### config.mk
export PLATFORM = sky130hd
export DESIGN_NAME = branch_predictor
export DESIGN_NICKNAME = d
export VERILOG_FILES = /design/src/rtl/bp_pkg.sv /design/src/rtl/bp_btb.sv /design/src/rtl/branch_predictor.sv
export SDC_FILE = /design/constraint.sdc
export NUM_CORES = 2
export LEC_CHECK = 0
export BUFFER_PORTS_ARGS = -buffer_cell sky130_fd_sc_hd__buf_2
export CAP_MARGIN = 30
export CORE_MARGIN = 8
export CORE_UTILIZATION = 55
export DETAILED_ROUTE_END_ITERATION = 7
export PLACE_DENSITY = 0.75
export SYNTH_ARGS = -nofsm -noshare
export SYNTH_HDL_FRONTEND = slang
export SYNTH_SLANG_ARGS = --single-unit
### constraint.sdc
create_clock -name clk -period 62 [get_ports clk]
set_input_delay 3.1 -clock clk [delete_from_list [all_inputs] [get_ports clk]]
set_output_delay 3.1 -clock clk [all_outputs]
set_load 0.02 [all_outputs]
### src/rtl/bp_pkg.sv
// Shared types and helpers for the gshare + BTB branch predictor.
// BTB tag/target fields are held at BP_ADDR_W bits, so XLEN must not exceed 32.
package bp_pkg;

  localparam int BP_ADDR_W = 32;

  typedef enum logic [1:0] {
    PHT_SNT = 2'd0,
    PHT_WNT = 2'd1,
    PHT_WT  = 2'd2,
    PHT_ST  = 2'd3
  } pht_state_e;

  localparam pht_state_e PHT_RESET = PHT_WNT;

  typedef struct packed {
    logic                 valid;
    logic [BP_ADDR_W-1:0] tag;
    logic [BP_ADDR_W-1:0] target;
    logic                 is_cond;
  } btb_entry_t;

  // 2-bit saturating counter step toward the resolved direction.
  function automatic logic [1:0] pht_next(input logic [1:0] cnt, input logic taken);
    logic [1:0] nxt;
    if (taken) begin
      nxt = (cnt == 2'(PHT_ST)) ? cnt : cnt + 2'd1;
    end else begin
      nxt = (cnt == 2'(PHT_SNT)) ? cnt : cnt - 2'd1;
    end
    return nxt;
  endfunction

  // 32-bit event counter that sticks at all-ones.
  function automatic logic [31:0] sat_inc32(input logic [31:0] cnt, input logic en);
    logic [31:0] nxt;
    if (en && (cnt != 32'hFFFF_FFFF)) begin
      nxt = cnt + 32'd1;
    end else begin
      nxt = cnt;
    end
    return nxt;
  endfunction

endpackage

### src/rtl/bp_btb.sv
// Direct-mapped branch target buffer: combinational read, synchronous write.
// Addresses are passed as word addresses (pc[XLEN-1:2]).
module bp_btb
  import bp_pkg::*;
#(
  parameter int XLEN    = 32,
  parameter int ENTRIES = 32,
  parameter int IDX     = $clog2(ENTRIES)
) (
  input  logic            clk,
  input  logic            rst,
  input  logic [XLEN-3:0] rd_word,
  output logic            rd_hit,
  output logic [XLEN-1:0] rd_target,
  output logic            rd_is_cond,
  input  logic            wr_en,
  input  logic [XLEN-3:0] wr_word,
  input  logic [XLEN-1:0] wr_target,
  input  logic            wr_is_cond
);

  btb_entry_t entry_q [ENTRIES];
  btb_entry_t entry_d [ENTRIES];
  btb_entry_t rd_entry;
  logic [IDX-1:0] rd_idx;
  logic [IDX-1:0] wr_idx;

  // Lookup: index by low word bits, hit on valid and full tag match.
  always_comb begin
    rd_idx     = rd_word[IDX-1:0];
    rd_entry   = entry_q[rd_idx];
    rd_hit     = rd_entry.valid && (rd_entry.tag == BP_ADDR_W'(rd_word[XLEN-3:IDX]));
    rd_target  = rd_entry.target[XLEN-1:0];
    rd_is_cond = rd_entry.is_cond;
  end

  // Allocation: a write simply overwrites whatever occupies the slot.
  always_comb begin
    entry_d = entry_q;
    wr_idx  = wr_word[IDX-1:0];
    if (wr_en) begin
      entry_d[wr_idx] = '{valid:   1'b1,
                          tag:     BP_ADDR_W'(wr_word[XLEN-3:IDX]),
                          target:  BP_ADDR_W'(wr_target),
                          is_cond: wr_is_cond};
    end else begin
      entry_d = entry_q;
    end
  end

  // Entry storage; reset clears every valid bit (whole entry zeroed).
  always_ff @(posedge clk or posedge rst) begin
    if (rst) begin
      for (int i = 0; i < ENTRIES; i++) begin
        entry_q[i] <= '0;
      end
    end else begin
      entry_q <= entry_d;
    end
  end

endmodule

### src/rtl/branch_predictor.sv
// gshare direction predictor + direct-mapped BTB for the IF stage.
// Optional macro BP_STATS_EN adds saturating lookup/update/mispredict counters.
module branch_predictor
  import bp_pkg::*;
#(
  parameter int XLEN        = 32,
  parameter int BTB_ENTRIES = 32,
  parameter int GHR_BITS    = 5
) (
  input  logic            clk,
  input  logic            reset,
  input  logic [XLEN-1:0] fetch_pc,
  input  logic            fetch_valid,
  output logic            pred_taken,
  output logic [XLEN-1:0] pred_target,
  output logic [XLEN-1:0] pred_next_pc,
  input  logic            update_valid,
  input  logic [XLEN-1:0] update_pc,
  input  logic            update_is_cond,
  input  logic            update_taken,
  input  logic [XLEN-1:0] update_target,
  input  logic            update_pred_taken,
  input  logic [XLEN-1:0] update_pred_tgt,
  output logic            mispredict,
  output logic [XLEN-1:0] redirect_pc
`ifdef BP_STATS_EN
  ,
  output logic [31:0]     stat_lookups,
  output logic [31:0]     stat_updates,
  output logic [31:0]     stat_mispredicts
`endif
);

  localparam int IDX = $clog2(BTB_ENTRIES);

  logic [1:0]          pht_q [BTB_ENTRIES];
  logic [1:0]          pht_d [BTB_ENTRIES];
  logic [GHR_BITS-1:0] ghr_q;
  logic [GHR_BITS-1:0] ghr_d;
  logic [IDX-1:0]      fetch_pidx;
  logic [IDX-1:0]      upd_pidx;
  logic                btb_hit;
  logic [XLEN-1:0]     btb_target;
  logic                btb_is_cond;

  bp_btb #(
    .XLEN    (XLEN),
    .ENTRIES (BTB_ENTRIES),
    .IDX     (IDX)
  ) u_btb (
    .clk        (clk),
    .rst        (reset),
    .rd_word    (fetch_pc[XLEN-1:2]),
    .rd_hit     (btb_hit),
    .rd_target  (btb_target),
    .rd_is_cond (btb_is_cond),
    .wr_en      (update_valid & update_taken),
    .wr_word    (update_pc[XLEN-1:2]),
    .wr_target  (update_target),
    .wr_is_cond (update_is_cond)
  );

  // Same-cycle prediction from pre-update BTB/PHT/GHR state.
  always_comb begin
    fetch_pidx  = fetch_pc[IDX+1:2] ^ IDX'(ghr_q);
    pred_taken  = 1'b0;
    pred_target = '0;
    if (btb_hit) begin
      pred_target = btb_target;
      pred_taken  = btb_is_cond ? pht_q[fetch_pidx][1] : 1'b1;
    end else begin
      pred_target = '0;
      pred_taken  = 1'b0;
    end
    pred_next_pc = pred_taken ? pred_target : fetch_pc + XLEN'(4);
  end

  // Misprediction detection and redirect address for the EX-stage branch.
  always_comb begin
    mispredict  = update_valid &
                  ((update_pred_taken != update_taken) |
                   (update_taken & (update_pred_tgt != update_target)));
    redirect_pc = update_taken ? update_target : update_pc + XLEN'(4);
  end

  // Conditional branches train the PHT at the pre-update history, then shift history.
  always_comb begin
    pht_d    = pht_q;
    ghr_d    = ghr_q;
    upd_pidx = update_pc[IDX+1:2] ^ IDX'(ghr_q);
    if (update_valid && update_is_cond) begin
      pht_d[upd_pidx] = pht_next(pht_q[upd_pidx], update_taken);
      ghr_d           = GHR_BITS'({ghr_q, update_taken});
    end else begin
      ghr_d = ghr_q;
    end
  end

  // PHT and global history state.
  always_ff @(posedge clk or posedge reset) begin
    if (reset) begin
      for (int i = 0; i < BTB_ENTRIES; i++) begin
        pht_q[i] <= 2'(PHT_RESET);
      end
      ghr_q <= '0;
    end else begin
      pht_q <= pht_d;
      ghr_q <= ghr_d;
    end
  end

`ifdef BP_STATS_EN
  logic [31:0] lookups_q, lookups_d;
  logic [31:0] updates_q, updates_d;
  logic [31:0] mispredicts_q, mispredicts_d;

  // Next values of the saturating event counters.
  always_comb begin
    lookups_d     = sat_inc32(lookups_q, fetch_valid);
    updates_d     = sat_inc32(updates_q, update_valid);
    mispredicts_d = sat_inc32(mispredicts_q, mispredict);
  end

  // Event counter registers.
  always_ff @(posedge clk or posedge reset) begin
    if (reset) begin
      lookups_q     <= 32'd0;
      updates_q     <= 32'd0;
      mispredicts_q <= 32'd0;
    end else begin
      lookups_q     <= lookups_d;
      updates_q     <= updates_d;
      mispredicts_q <= mispredicts_d;
    end
  end

  assign stat_lookups     = lookups_q;
  assign stat_updates     = updates_q;
  assign stat_mispredicts = mispredicts_q;
`else
  // fetch_valid only feeds the statistics counters.
  logic fetch_valid_unused;
  assign fetch_valid_unused = fetch_valid;
`endif

endmodule
==> impl_metrics.env <==
export IMPL_yosysUniqueCellTypes=65
export IMPL_hold_class="reg -> reg"
export IMPL_setup_viol=0
export IMPL_dpl_hpwl_mm=159
export IMPL_drv_slew=0
export IMPL_dp_slack_ns=49.67
export IMPL_insertion_delay_ns=0.82
export IMPL_seqPwrFrac=0.484
export IMPL_tightest_slew_ns=1.07
export IMPL_chipWidth_um=423
export IMPL_placed_area_um2=94300
export IMPL_wl_mm=264
export IMPL_vias_per_cell=6.52
export IMPL_grt_pass1_wl_mm=389
export IMPL_status="completed"
export IMPL_p_int_mw=2.38
export IMPL_cts_htree_levels=4
export IMPL_die_y_um=423
export IMPL_drc_errors=0
export IMPL_setup_tns_ns=0
export IMPL_p_sw_frac=0.256
export IMPL_std_cell_rows=149
export IMPL_overflow=0
export IMPL_fin_cells=8280
export IMPL_vdd_drop_max_mv=0.0303
export IMPL_cp_required_ns=58.90
export IMPL_drive_gt1_frac=0.530
export IMPL_ys_seq_area_frac=0.538
export IMPL_synth_nets=6037
export IMPL_post_cts_resize_count=0
export IMPL_area_growth_synth_to_final_pct=10.8
export IMPL_drt_iter0_markers=5423
export IMPL_timing_fmax_ghz=0.0812
export IMPL_yosysWarnings=0
export IMPL_ys_ff_latch=1957
export IMPL_fillCellCount=12200
export IMPL_post_drt_wl_per_cell_um=31.9
export IMPL_syn_area_per_cell_um2=15.4
export IMPL_cts_post_setup_buffers_inserted=0
export IMPL_synthArstFlopShare=1.00
export IMPL_fin_skew_ns=0.0158
export IMPL_final_min_clock_period_ns=12.32
export IMPL_ctsLongestPathBuffers=3
export IMPL_cts_sinks=1957
export IMPL_ys_flop_type="dfrtp_1"
export IMPL_power_frac_comb=0.149
export IMPL_clk_pin_slew_ns=0.06
export IMPL_layout_commonest_cell="mux2_2"
export IMPL_path_max_fanout=57
export IMPL_endpoint_kind="primary output"
export IMPL_cts_tree="done"
export IMPL_cp_arrival_ns=9.22
export IMPL_root_buffer="clkbuf_16"
export IMPL_grt_max_degree=184
export IMPL_groute_usage_overall=0.292
export IMPL_postSynthCellCount=5897
export IMPL_final_area_um2=101000
export IMPL_gp_congestion=0.861
export IMPL_core_area_um2=165000
export IMPL_setup_slack_ns=49.68
export IMPL_synth_area_um2=91100
export IMPL_powerDensity_nw_per_um2=31.7
export IMPL_start_util=0.553
export IMPL_synth_edff_count=0
export IMPL_final_nets=6052
export IMPL_pin_count=233
export IMPL_period_share=0.199
export IMPL_cap_violations=0
export IMPL_leakagePower_nw=47.1
export IMPL_setup_worst_path_class="in -> out"
export IMPL_die_area_um2=179000
export IMPL_hold_viol_final=0
export IMPL_slew_headroom=0.282
export IMPL_vias=54000
export IMPL_dr_pass1_iters=5
export IMPL_clkPwrFrac=0.368
export IMPL_place_inst=7894
export IMPL_io_buffers=231
export IMPL_layout_common_cells="mux2_2 (1934), dfrtp_1 (1925), mux4_2 (506)"
export IMPL_antenna_found_initial=31
export IMPL_rsz0062_at_grt="no"
export IMPL_start_kind="input pin"
export IMPL_switchingPower_mw=0.818
export IMPL_drtAntennaViolNets=0
export IMPL_grt_pass1_vias=55800
export IMPL_cts_buffers=198
export IMPL_cts_hold_buf=0
==> synth_stat cells, types with 13 or more instances <==
| cell | instances | area share |
|---|---|---|
| o22ai_1 | 33 | 0.0023 |
| a21oi_1 | 25 | 0.0014 |
| nand4_1 | 15 | 0.0010 |
| mux4_2 | 506 | 0.13 |
| a22oi_1 | 13 | 0.0011 |
| nand2b_1 | 19 | 0.0013 |
| inv_1 | 15 | 0.00062 |
| buf_1 | 113 | 0.0047 |
| or2_2 | 16 | 0.0011 |
| and3_1 | 23 | 0.0016 |
| xnor2_1 | 43 | 0.0041 |
| clkbuf_1 | 363 | 0.015 |
| dfstp_2 | 32 | 0.0092 |
| a22o_1 | 14 | 0.0013 |
| o221ai_1 | 27 | 0.0026 |
| buf_2 | 57 | 0.0031 |
| o21ai_0 | 42 | 0.0023 |
| mux2i_1 | 201 | 0.022 |
| dfrtp_1 | 1925 | 0.53 |
| nor2_1 | 78 | 0.0032 |
| buf_4 | 16 | 0.0013 |
| mux2_2 | 1934 | 0.24 |
| nand3_1 | 32 | 0.0018 |
| buf_6 | 17 | 0.0021 |
| nor3_1 | 22 | 0.0012 |
| xor2_1 | 70 | 0.0067 |
| nand2_1 | 137 | 0.0056 |
==> critical path: stages <==
cell     delay [ns]
buf_8          0.48
buf_4          0.72
buf_4          0.80
mux4_2         0.61
mux4_2         0.46
and2_1         0.17
a21oi_1        0.67
xor2_1         0.20
nand4_1        0.12
nor4_2         0.35
nand3_2        0.13
buf_4          0.36
mux2i_1        0.67
buf_2          0.29
==> kinds of logic after synthesis <==
kind of cell | share of synthesized area
multiplexers | 0.386
adder cells (fa/ha/maj) | 0.000907
XOR/XNOR | 0.0109
AO/OA/AOI/OAI | 0.0158
AND/OR/NAND/NOR | 0.0206
flip-flops | 0.538
buffers and inverters | 0.0275
==> metal layers <==
layer,part of all wire,up-vias,GRT usage
li1,-,21900,-
met1,0.39,29600,0.382
met2,0.49,1896,0.478
met3,0.059,528,0.0457
met4,0.058,6,0.150
met5,0.00012,-,0
==> worst paths after layout <==
path / from / endpoint / slack (ns) / cells after the start
hold reg to reg: u_btb.entry_q[659]$_DFFE_PP0P_ / u_btb.entry_q[659]$_DFFE_PP0P_ / 0.46 / 1
hold / removal: u_btb.entry_q[659]$_DFFE_PP0P_ / u_btb.entry_q[659]$_DFFE_PP0P_ / 0.46 / 1
max in group asynchronous: reset / u_btb.entry_q[2051]$_DFFE_PP0P_ / 54.77 / 9
min in group asynchronous: reset / pht_q[33]$_DFFE_PP0P_ / 2.17 / 2
setup / recovery: fetch_pc[3] / pred_next_pc[21] / 49.68 / 14
setup reg to reg: ghr_q[0]$_DFFE_PP0P_ / pht_q[33]$_DFFE_PP0P_ / 58.50 / 8
==> power by group through the flow <==
stage | clock, mW | combinational (mW) | sequential [mW]
after floorplan | 0 | 0.362 | 1.55
after global placement | 0 | 0.455 | 1.55
after detailed placement | 0 | 0.473 | 1.56
final | 1.18 | 0.476 | 1.55
after CTS | 1.19 | 0.476 | 1.54
after global routing | 1.24 | 0.509 | 1.57
==> stage by stage <==
stage	utilization	power (mW)	hold WS, ns
2_1_floorplan	-	1.91	0.429
3_3_place_gp	0.570	2.01	0.444
3_5_place_dp	0.572	2.04	0.449
4_1_cts	0.611	3.21	0.463
5_1_grt	0.612	3.31	0.472
6_report	0.612	3.20	0.465
==> flip-flops by register name (all words and copies together), names as in the netlist <==
| register | cells |
|---|---|
| ghr_q | 5 |
| u_btb.entry_q | 1888 |
| pht_q | 64 |
==> final cells by class <==
class	count	area, um2	share of cell area
flip-flops and latches	1957	49000	0.486
multi-input cells	3353	39900	0.395
clock buffers	307	5830	0.0578
repair buffers	385	2750	0.0273
well taps	2189	2740	0.0271
clock inverters	45	568	0.00563
inverters	17	78.8	0.000781
diodes	27	67.6	0.000670
Power figures use the tool's default switching activity.
